===== config.mk =====
export PLATFORM = sky130hd
export DESIGN_NAME = multicycle_control_unit_flat
export DESIGN_NICKNAME = d
export VERILOG_FILES = /design/src/rtl/mc_ctrl_pkg.sv /design/src/rtl/multicycle_control_unit_if.sv /design/src/rtl/mem_timeout_counter.sv /design/src/rtl/multicycle_control_unit.sv /design/src/flat_wrapper.sv
export SDC_FILE = /design/constraint.sdc
export NUM_CORES = 1
export LEC_CHECK = 0
export ABC_AREA = 0
export ABC_CLOCK_PERIOD_IN_PS = 3400
export BUFFER_PORTS_ARGS = -buffer_cell sky130_fd_sc_hd__buf_2
export CAP_MARGIN = 20
export CORE_AREA = 5 5 110 60
export CTS_CLUSTER_DIAMETER = 60
export CTS_CLUSTER_SIZE = 20
export DETAILED_ROUTE_END_ITERATION = 8
export DIE_AREA = 0 0 115 65
export HOLD_SLACK_MARGIN = 0.03
export PLACE_DENSITY = 0.79
export SYNTH_ARGS = -nofsm -noshare
export SYNTH_HDL_FRONTEND = slang
export SYNTH_HIERARCHICAL = 1
export SYNTH_SLANG_ARGS = --single-unit

===== constraint.sdc =====
create_clock -name clk -period 3.4 [get_ports clk]
set_input_delay 0.68 -clock clk [delete_from_list [all_inputs] [get_ports clk]]
set_output_delay 0.68 -clock clk [all_outputs]
set_load 0.005 [all_outputs]

===== src/rtl/mc_ctrl_pkg.sv =====
// Shared types and encodings for the multi-cycle control unit.
// Includes the Moore decode used for the registered control outputs.
package mc_ctrl_pkg;

    typedef enum logic [3:0] {
        S_FETCH  = 4'd0,
        S_DECODE = 4'd1,
        S_EXEC_R = 4'd2,
        S_EXEC_I = 4'd3,
        S_ADDR   = 4'd4,
        S_MEM_RD = 4'd5,
        S_MEM_WR = 4'd6,
        S_WB_ALU = 4'd7,
        S_WB_MEM = 4'd8,
        S_BRANCH = 4'd9,
        S_JAL    = 4'd10,
        S_HALT   = 4'd11
    } state_t;

    localparam logic [6:0] OP_R      = 7'b0110011;
    localparam logic [6:0] OP_I      = 7'b0010011;
    localparam logic [6:0] OP_LOAD   = 7'b0000011;
    localparam logic [6:0] OP_STORE  = 7'b0100011;
    localparam logic [6:0] OP_BRANCH = 7'b1100011;
    localparam logic [6:0] OP_JAL    = 7'b1101111;

    localparam logic [2:0] F3_BEQ = 3'b000;
    localparam logic [2:0] F3_BNE = 3'b001;

    localparam logic [1:0] PC_SRC_PLUS4  = 2'b00;
    localparam logic [1:0] PC_SRC_BRANCH = 2'b01;
    localparam logic [1:0] PC_SRC_JAL    = 2'b10;

    localparam logic [1:0] ALU_B_RS2  = 2'b00;
    localparam logic [1:0] ALU_B_IMM  = 2'b01;
    localparam logic [1:0] ALU_B_FOUR = 2'b10;

    localparam logic [1:0] ALU_OP_ADD   = 2'b00;
    localparam logic [1:0] ALU_OP_SUB   = 2'b01;
    localparam logic [1:0] ALU_OP_FUNCT = 2'b10;

    typedef struct packed {
        logic       mem_req;
        logic       mem_we;
        logic       iord;
        logic       reg_write;
        logic       mem_to_reg;
        logic       link;
        logic       alu_src_a;
        logic [1:0] alu_src_b;
        logic [1:0] alu_op;
        logic [1:0] pc_src;
    } ctrl_t;

    function automatic ctrl_t moore_decode(input state_t s);
        ctrl_t c;
        c = '0;
        case (s)
            S_FETCH: begin
                c.mem_req = 1'b1;
                c.pc_src  = PC_SRC_PLUS4;
            end
            S_EXEC_R: begin
                c.alu_src_a = 1'b1;
                c.alu_src_b = ALU_B_RS2;
                c.alu_op    = ALU_OP_FUNCT;
            end
            S_EXEC_I: begin
                c.alu_src_a = 1'b1;
                c.alu_src_b = ALU_B_IMM;
                c.alu_op    = ALU_OP_FUNCT;
            end
            S_ADDR: begin
                c.alu_src_a = 1'b1;
                c.alu_src_b = ALU_B_IMM;
                c.alu_op    = ALU_OP_ADD;
            end
            S_MEM_RD: begin
                c.mem_req = 1'b1;
                c.iord    = 1'b1;
            end
            S_MEM_WR: begin
                c.mem_req = 1'b1;
                c.mem_we  = 1'b1;
                c.iord    = 1'b1;
            end
            S_WB_ALU: c.reg_write = 1'b1;
            S_WB_MEM: begin
                c.reg_write  = 1'b1;
                c.mem_to_reg = 1'b1;
            end
            S_BRANCH: begin
                c.alu_src_a = 1'b1;
                c.alu_src_b = ALU_B_RS2;
                c.alu_op    = ALU_OP_SUB;
                c.pc_src    = PC_SRC_BRANCH;
            end
            S_JAL: begin
                c.reg_write = 1'b1;
                c.link      = 1'b1;
                c.pc_src    = PC_SRC_JAL;
            end
            default: c = '0;
        endcase
        return c;
    endfunction

endpackage


===== src/rtl/multicycle_control_unit_if.sv =====
// Unified memory port between the control unit and the memory.
interface multicycle_control_unit_if;
    logic mem_req;
    logic mem_we;
    logic iord;
    logic mem_ready;

    modport master (output mem_req, output mem_we, output iord, input mem_ready);
    modport slave  (input mem_req, input mem_we, input iord, output mem_ready);
endinterface


===== src/rtl/mem_timeout_counter.sv =====
// Counts unanswered memory request cycles; saturates at LIMIT and flags expiry.
module mem_timeout_counter #(
    parameter int unsigned LIMIT = 16
) (
    input  logic clk,
    input  logic reset,
    input  logic clear,
    input  logic enable,
    output logic expired
);
    localparam int unsigned W = $clog2(LIMIT + 1);

    logic [W-1:0] count;

    always_ff @(posedge clk) begin
        if (reset || clear) begin
            count <= '0;
        end else if (enable && !expired) begin
            count <= count + W'(1);
        end
    end

    assign expired = (count == W'(LIMIT));
endmodule


===== src/rtl/multicycle_control_unit.sv =====
// Multi-cycle RV64I-subset control FSM driving a shared ALU and one memory port.
// Moore controls are registered from the next state; FETCH/BRANCH strobes are Mealy.
module multicycle_control_unit
    import mc_ctrl_pkg::*;
#(
    parameter int unsigned XLEN        = 64,
    parameter int unsigned MEM_TIMEOUT = 16,
    parameter int unsigned CNT_W       = 32
) (
    input  logic                       clk,
    input  logic                       reset,
    input  logic [6:0]                 opcode,
    input  logic [2:0]                 funct3,
    input  logic                       zero,
    multicycle_control_unit_if.master  mem,
    output logic                       ir_write,
    output logic                       pc_write,
    output logic [1:0]                 pc_src,
    output logic                       reg_write,
    output logic                       mem_to_reg,
    output logic                       link,
    output logic                       alu_src_a,
    output logic [1:0]                 alu_src_b,
    output logic [1:0]                 alu_op,
    output logic [3:0]                 state_o,
    output logic [CNT_W-1:0]           instret,
    output logic                       illegal_instr,
    output logic                       bus_error
);

    if (XLEN < 32 || MEM_TIMEOUT < 1) begin : g_param_check
        $error("multicycle_control_unit: XLEN must be >= 32 and MEM_TIMEOUT >= 1");
    end

    state_t           state;
    state_t           state_next;
    ctrl_t            ctrl_q;
    ctrl_t            ctrl_o;
    logic [CNT_W-1:0] instret_q;
    logic             bus_error_q;
    logic             mem_done;
    logic             expired;
    logic             retire;
    logic             illegal;
    logic             ir_write_c;
    logic             pc_write_c;
    logic             timeout_hit;
    logic             tmo_clear;
    logic             tmo_enable;

    // A ready with no outstanding request must never advance the FSM.
    assign mem_done = mem.mem_ready & ctrl_q.mem_req;

    always_comb begin
        state_next  = state;
        retire      = 1'b0;
        illegal     = 1'b0;
        ir_write_c  = 1'b0;
        pc_write_c  = 1'b0;
        timeout_hit = 1'b0;
        case (state)
            S_FETCH: begin
                if (mem_done) begin
                    ir_write_c = 1'b1;
                    pc_write_c = 1'b1;
                    state_next = S_DECODE;
                end else if (expired) begin
                    timeout_hit = 1'b1;
                    state_next  = S_HALT;
                end
            end
            S_DECODE: begin
                case (opcode)
                    OP_R:               state_next = S_EXEC_R;
                    OP_I:               state_next = S_EXEC_I;
                    OP_LOAD, OP_STORE:  state_next = S_ADDR;
                    OP_BRANCH:          state_next = S_BRANCH;
                    OP_JAL:             state_next = S_JAL;
                    default: begin
                        illegal    = 1'b1;
                        state_next = S_FETCH;
                    end
                endcase
            end
            S_EXEC_R, S_EXEC_I: state_next = S_WB_ALU;
            S_ADDR: state_next = (opcode == OP_LOAD) ? S_MEM_RD : S_MEM_WR;
            S_MEM_RD: begin
                if (mem_done) begin
                    state_next = S_WB_MEM;
                end else if (expired) begin
                    timeout_hit = 1'b1;
                    state_next  = S_HALT;
                end
            end
            S_MEM_WR: begin
                if (mem_done) begin
                    retire     = 1'b1;
                    state_next = S_FETCH;
                end else if (expired) begin
                    timeout_hit = 1'b1;
                    state_next  = S_HALT;
                end
            end
            S_WB_ALU, S_WB_MEM: begin
                retire     = 1'b1;
                state_next = S_FETCH;
            end
            S_BRANCH: begin
                state_next = S_FETCH;
                case (funct3)
                    F3_BEQ: begin
                        pc_write_c = zero;
                        retire     = 1'b1;
                    end
                    F3_BNE: begin
                        pc_write_c = ~zero;
                        retire     = 1'b1;
                    end
                    default: illegal = 1'b1;
                endcase
            end
            S_JAL: begin
                pc_write_c = 1'b1;
                retire     = 1'b1;
                state_next = S_FETCH;
            end
            S_HALT: state_next = S_HALT;
            default: state_next = S_FETCH;
        endcase
    end

    assign tmo_clear  = (state_next != state) &&
                        (state_next inside {S_FETCH, S_MEM_RD, S_MEM_WR});
    assign tmo_enable = ctrl_q.mem_req & ~mem.mem_ready;

    mem_timeout_counter #(
        .LIMIT (MEM_TIMEOUT)
    ) u_timeout (
        .clk     (clk),
        .reset   (reset),
        .clear   (tmo_clear),
        .enable  (tmo_enable),
        .expired (expired)
    );

    always_ff @(posedge clk) begin
        if (reset) begin
            state       <= S_FETCH;
            ctrl_q      <= moore_decode(S_FETCH);
            instret_q   <= '0;
            bus_error_q <= 1'b0;
        end else begin
            state  <= state_next;
            ctrl_q <= moore_decode(state_next);
            if (retire) begin
                instret_q <= instret_q + CNT_W'(1);
            end
            if (timeout_hit) begin
                bus_error_q <= 1'b1;
            end
        end
    end

    // Every strobe is forced low while reset is asserted.
    assign ctrl_o = reset ? '0 : ctrl_q;

    assign mem.mem_req    = ctrl_o.mem_req;
    assign mem.mem_we     = ctrl_o.mem_we;
    assign mem.iord       = ctrl_o.iord;
    assign reg_write      = ctrl_o.reg_write;
    assign mem_to_reg     = ctrl_o.mem_to_reg;
    assign link           = ctrl_o.link;
    assign alu_src_a      = ctrl_o.alu_src_a;
    assign alu_src_b      = ctrl_o.alu_src_b;
    assign alu_op         = ctrl_o.alu_op;
    assign pc_src         = ctrl_o.pc_src;
    assign ir_write       = ir_write_c & ~reset;
    assign pc_write       = pc_write_c & ~reset;
    assign illegal_instr  = illegal & ~reset;
    assign state_o        = state;
    assign instret        = instret_q;
    assign bus_error      = bus_error_q;

endmodule


===== src/flat_wrapper.sv =====
// flat-port wrapper written by rule: the top's interface ports become plain ports
module multicycle_control_unit_flat import mc_ctrl_pkg::*;
#(
    parameter int unsigned XLEN        = 64,
    parameter int unsigned MEM_TIMEOUT = 16,
    parameter int unsigned CNT_W       = 32
)
  (clk, reset, opcode, funct3, zero, ir_write, pc_write, pc_src, reg_write, mem_to_reg, link, alu_src_a, alu_src_b, alu_op, state_o, instret, illegal_instr, bus_error, mem_mem_req, mem_mem_we, mem_iord, mem_mem_ready);
  multicycle_control_unit_if mem_i ();
  input  logic clk;
  input  logic reset;
  input  logic [6:0] opcode;
  input  logic [2:0] funct3;
  input  logic zero;
  output logic ir_write;
  output logic pc_write;
  output logic [1:0] pc_src;
  output logic reg_write;
  output logic mem_to_reg;
  output logic link;
  output logic alu_src_a;
  output logic [1:0] alu_src_b;
  output logic [1:0] alu_op;
  output logic [3:0] state_o;
  output logic [CNT_W-1:0] instret;
  output logic illegal_instr;
  output logic bus_error;
  output wire logic [$bits(mem_i.mem_req)-1:0] mem_mem_req;
  output wire logic [$bits(mem_i.mem_we)-1:0] mem_mem_we;
  output wire logic [$bits(mem_i.iord)-1:0] mem_iord;
  input wire logic [$bits(mem_i.mem_ready)-1:0] mem_mem_ready;
  assign mem_mem_req = mem_i.mem_req;
  assign mem_mem_we = mem_i.mem_we;
  assign mem_iord = mem_i.iord;
  assign mem_i.mem_ready = mem_mem_ready;
  multicycle_control_unit #(.XLEN(XLEN), .MEM_TIMEOUT(MEM_TIMEOUT), .CNT_W(CNT_W)) u_core (.clk(clk), .reset(reset), .opcode(opcode), .funct3(funct3), .zero(zero), .mem(mem_i), .ir_write(ir_write), .pc_write(pc_write), .pc_src(pc_src), .reg_write(reg_write), .mem_to_reg(mem_to_reg), .link(link), .alu_src_a(alu_src_a), .alu_src_b(alu_src_b), .alu_op(alu_op), .state_o(state_o), .instret(instret), .illegal_instr(illegal_instr), .bus_error(bus_error));
endmodule

==> flow_summary_export.csv <==
group,metric,value,unit
finish,syn2layout_area_growth,17.1,%
cts,cts_buffers,5,
yosys,synthDistinctLibCells,58,
drt,detail_route.vias_per_cell,5.54,
cts,cts_tree,"yes",
die,ioPinCount,67,
drt,drc,0,
yosys,synth_nets,371,
finish,final_common_cell,"buf_2",
grt,gr-total-overflow,0,
cts,path_clk_slew,0.10,ns
die,dieArea,7480,um^2
grt,grt_pass1_wl,11400,um
timing,slew_headroom,28.4,%
timing,hold_viol_final,0,
yosys,netlist_instances,354,
yosys,synth_edf_count,0,
critical_path,crit_path_end_kind,"register",
drt,first_iter_violations,275,
timing,fin_setup_tns,0,ns
critical_path,arrival,3.36,ns
timing,worst_pin_slew,1.06,ns
power_and_ir_drop,vdd_drop_max,187,uV
finish,layout_common_cells,"buf_2 (65), dfxtp_1 (53), nor2_1 (50), nand2_1 (25), xnor2_1 (23)",
cts,cts_root_buf,"clkbuf_8",
power_and_ir_drop,power.density,472,nW/um^2
timing,finalSetupViolCount,0,
placed_design,routabilityCongestion,0.955,
finish,layout-drive-gt1-share,24.2,%
die,rows,20,
placed_design,hpwl,5300,um
drt,vias,2720,
grt,grt_max_degree,38,
timing,post-route-period-util,93.1,%
cts,post_cts_buffers,0,
run_status,run_status,"complete, no violations",
critical_path,crit_path_start_kind,"register",
grt,grtUsageTotal,18.9,%
drt,wl,7140,um
critical_path,cp.required,3.60,ns
finish,diodes,0,
drt,routedWlPerCell,14.5,um
timing,timing.fmax,316,MHz
drt,ant_nets,0,
die,fp.dieH,65,um
cts,cts_resized,0,
min_path,hold_depth,2,
cts,worstSkewPairLatency,0.30,ns
timing,skew,0.0106,ns
critical_path,crit_fanout,5,
yosys,ys_ff_latch,53,
yosys,yosysSeqAreaShare,36.8,%
yosys,synthArstFlopShare,0,%
placed_design,placed_area,3260,um^2
yosys,ys_warn_count,6,
flow_run,maxCapViolCount,0,
yosys,syn_area,2890,um^2
yosys,synth.avg_cell_area,8.15,um^2
timing,finalMaxSlewViolations,0,
critical_path,reg2reg_depth,12,
timing,period_needed,3.16,ns
cts,h-tree-depth,2,
power_and_ir_drop,power_leakage,1.36,nW
finish,final_area,3380,um^2
cts,holdBufCountCts,0,
min_path,min_path_type,"reg -> reg",
critical_path,path_class,"reg -> reg",
die,die_w,115,um
grt,grt_pass1_vias,2324,
grt,antenna_found_initial,0,
drt,drtPass1Iterations,5,
die,core_area,5710,um^2
yosys,synthFlopType,"dfxtp_1",
timing,rsz0062_at_grt,"false",
placed_design,io_buffers,65,
finish,num-nets-final,430,
die,start_util,50.6,%
cts,clock-sinks,53,
cts,cts.path.max_buffers,2,
where the power goes:
part | internal (mW) | total [mW] | switching (mW)
clock | 0.240 | 0.448 | 0.208
sequential | 0.650 | 0.697 | 0.0467
combinational | 0.185 | 0.449 | 0.265
per-stage QoR:
step / total power [mW] / util [%] / setup slack [ns] / hold slack, ns / cells
global route: 1.69 / 59.2 / 0.0300 / 0.540 / 491
CTS: 1.60 / 59.2 / 0.253 / 0.512 / 491
global placement: 1.13 / 57.1 / 0.469 / 0.454 / 483
detailed placement: 1.15 / 57.1 / 0.277 / 0.493 / 483
floorplan: 1.03 / - / 0.814 / 0.465 / 354
finish: 1.59 / 59.2 / 0.235 / 0.505 / 491
kinds of logic (layout without fill, tap and decap cells):
kind of cell / after synthesis / after routing / synth area share (%)
AOI/OAI and AO/OA: 48 / 48 / 12.6
muxes: 2 / 2 / 0.737
adders and majority gates: 4 / 4 / 1.65
and+or+nand+nor: 177 / 177 / 32.6
buffers and inverters: 37 / 97 / 5.81
DFF: 53 / 53 / 36.8
other: 1 / 1 / 0.130
xor gates and xnor gates: 32 / 32 / 9.71
synth_stat cells (2+ instances only):
library cell / instances / area share (%)
nand2b_1: 3 / 0.65
nor2b_1: 15 / 3.3
o31ai_1: 3 / 0.78
buf_6: 2 / 0.78
nor4_1: 11 / 2.4
ha_1: 3 / 1.3
clkbuf_1: 12 / 1.6
inv_2: 2 / 0.26
o21ai_0: 10 / 1.7
buf_2: 5 / 0.87
and3_1: 4 / 0.87
a21oi_1: 12 / 2.1
or3_1: 7 / 1.5
xnor2_1: 23 / 7.0
a21boi_2: 2 / 0.78
a211oi_1: 2 / 0.52
nand3_1: 12 / 2.1
nor2_1: 50 / 6.5
a21o_1: 2 / 0.52
buf_4: 2 / 0.52
nor3_1: 20 / 3.5
nand3b_1: 3 / 0.78
xor2_1: 9 / 2.7
nor3b_1: 3 / 0.78
a31oi_1: 2 / 0.43
nor4bb_1: 2 / 0.69
dfxtp_1: 53 / 37
a41oi_1: 2 / 0.61
nand4_1: 11 / 2.4
or2_2: 2 / 0.43
inv_1: 14 / 1.8
nand2_1: 25 / 3.3
sequential cells by signal (all words and copies together), names as in the netlist:
signal,count
u_core/instret,32
u_core/bus_error,1
u_core/ctrl_q,11
u_core/state_o,4
u_core/u_timeout/count,5
layout make-up:
| class | instances | area [um^2] |
|---|---|---|
| multi-input cells | 264 | 1660 |
| clock buffers | 6 | 82.6 |
| flip-flops and latches | 53 | 1060 |
| repair buffers | 73 | 385 |
| clock inverters | 2 | 37.5 |
| well taps | 77 | 96.3 |
| inverters | 16 | 60.1 |
| fillers | 522 | 2330 |
critical path, cell delays in order, from the launching register on:
cell       delay, ns
dfxtp_1         0.38
inv_1           0.08
ha_1            0.23
nand4bb_4       0.12
inv_2           0.07
a21o_1          0.20
nand2_1         0.09
a31oi_1         0.10
nor4_1          0.91
a41oi_1         0.26
a41oi_1         0.33
nor2_1          0.13
a21boi_2        0.17
layer usage:
metal,share of wire (%),track usage [%]
met5,0,0
met4,0.53,3.51
met3,9.6,5.88
met2,37,24.6
met1,53,29.7
worst paths after layout:
check	endpoint	startpoint	slack [ns]
worst min-delay path	u_core/bus_error	u_core/bus_error	0.51
worst max register to register	u_core/u_timeout/count[0]	u_core/u_timeout/count[0]	0.24
worst min register to register	u_core/bus_error	u_core/bus_error	0.51
worst max-delay path	u_core/u_timeout/count[0]	u_core/u_timeout/count[0]	0.24
No activity file was read; power rests on OpenSTA's default activity.
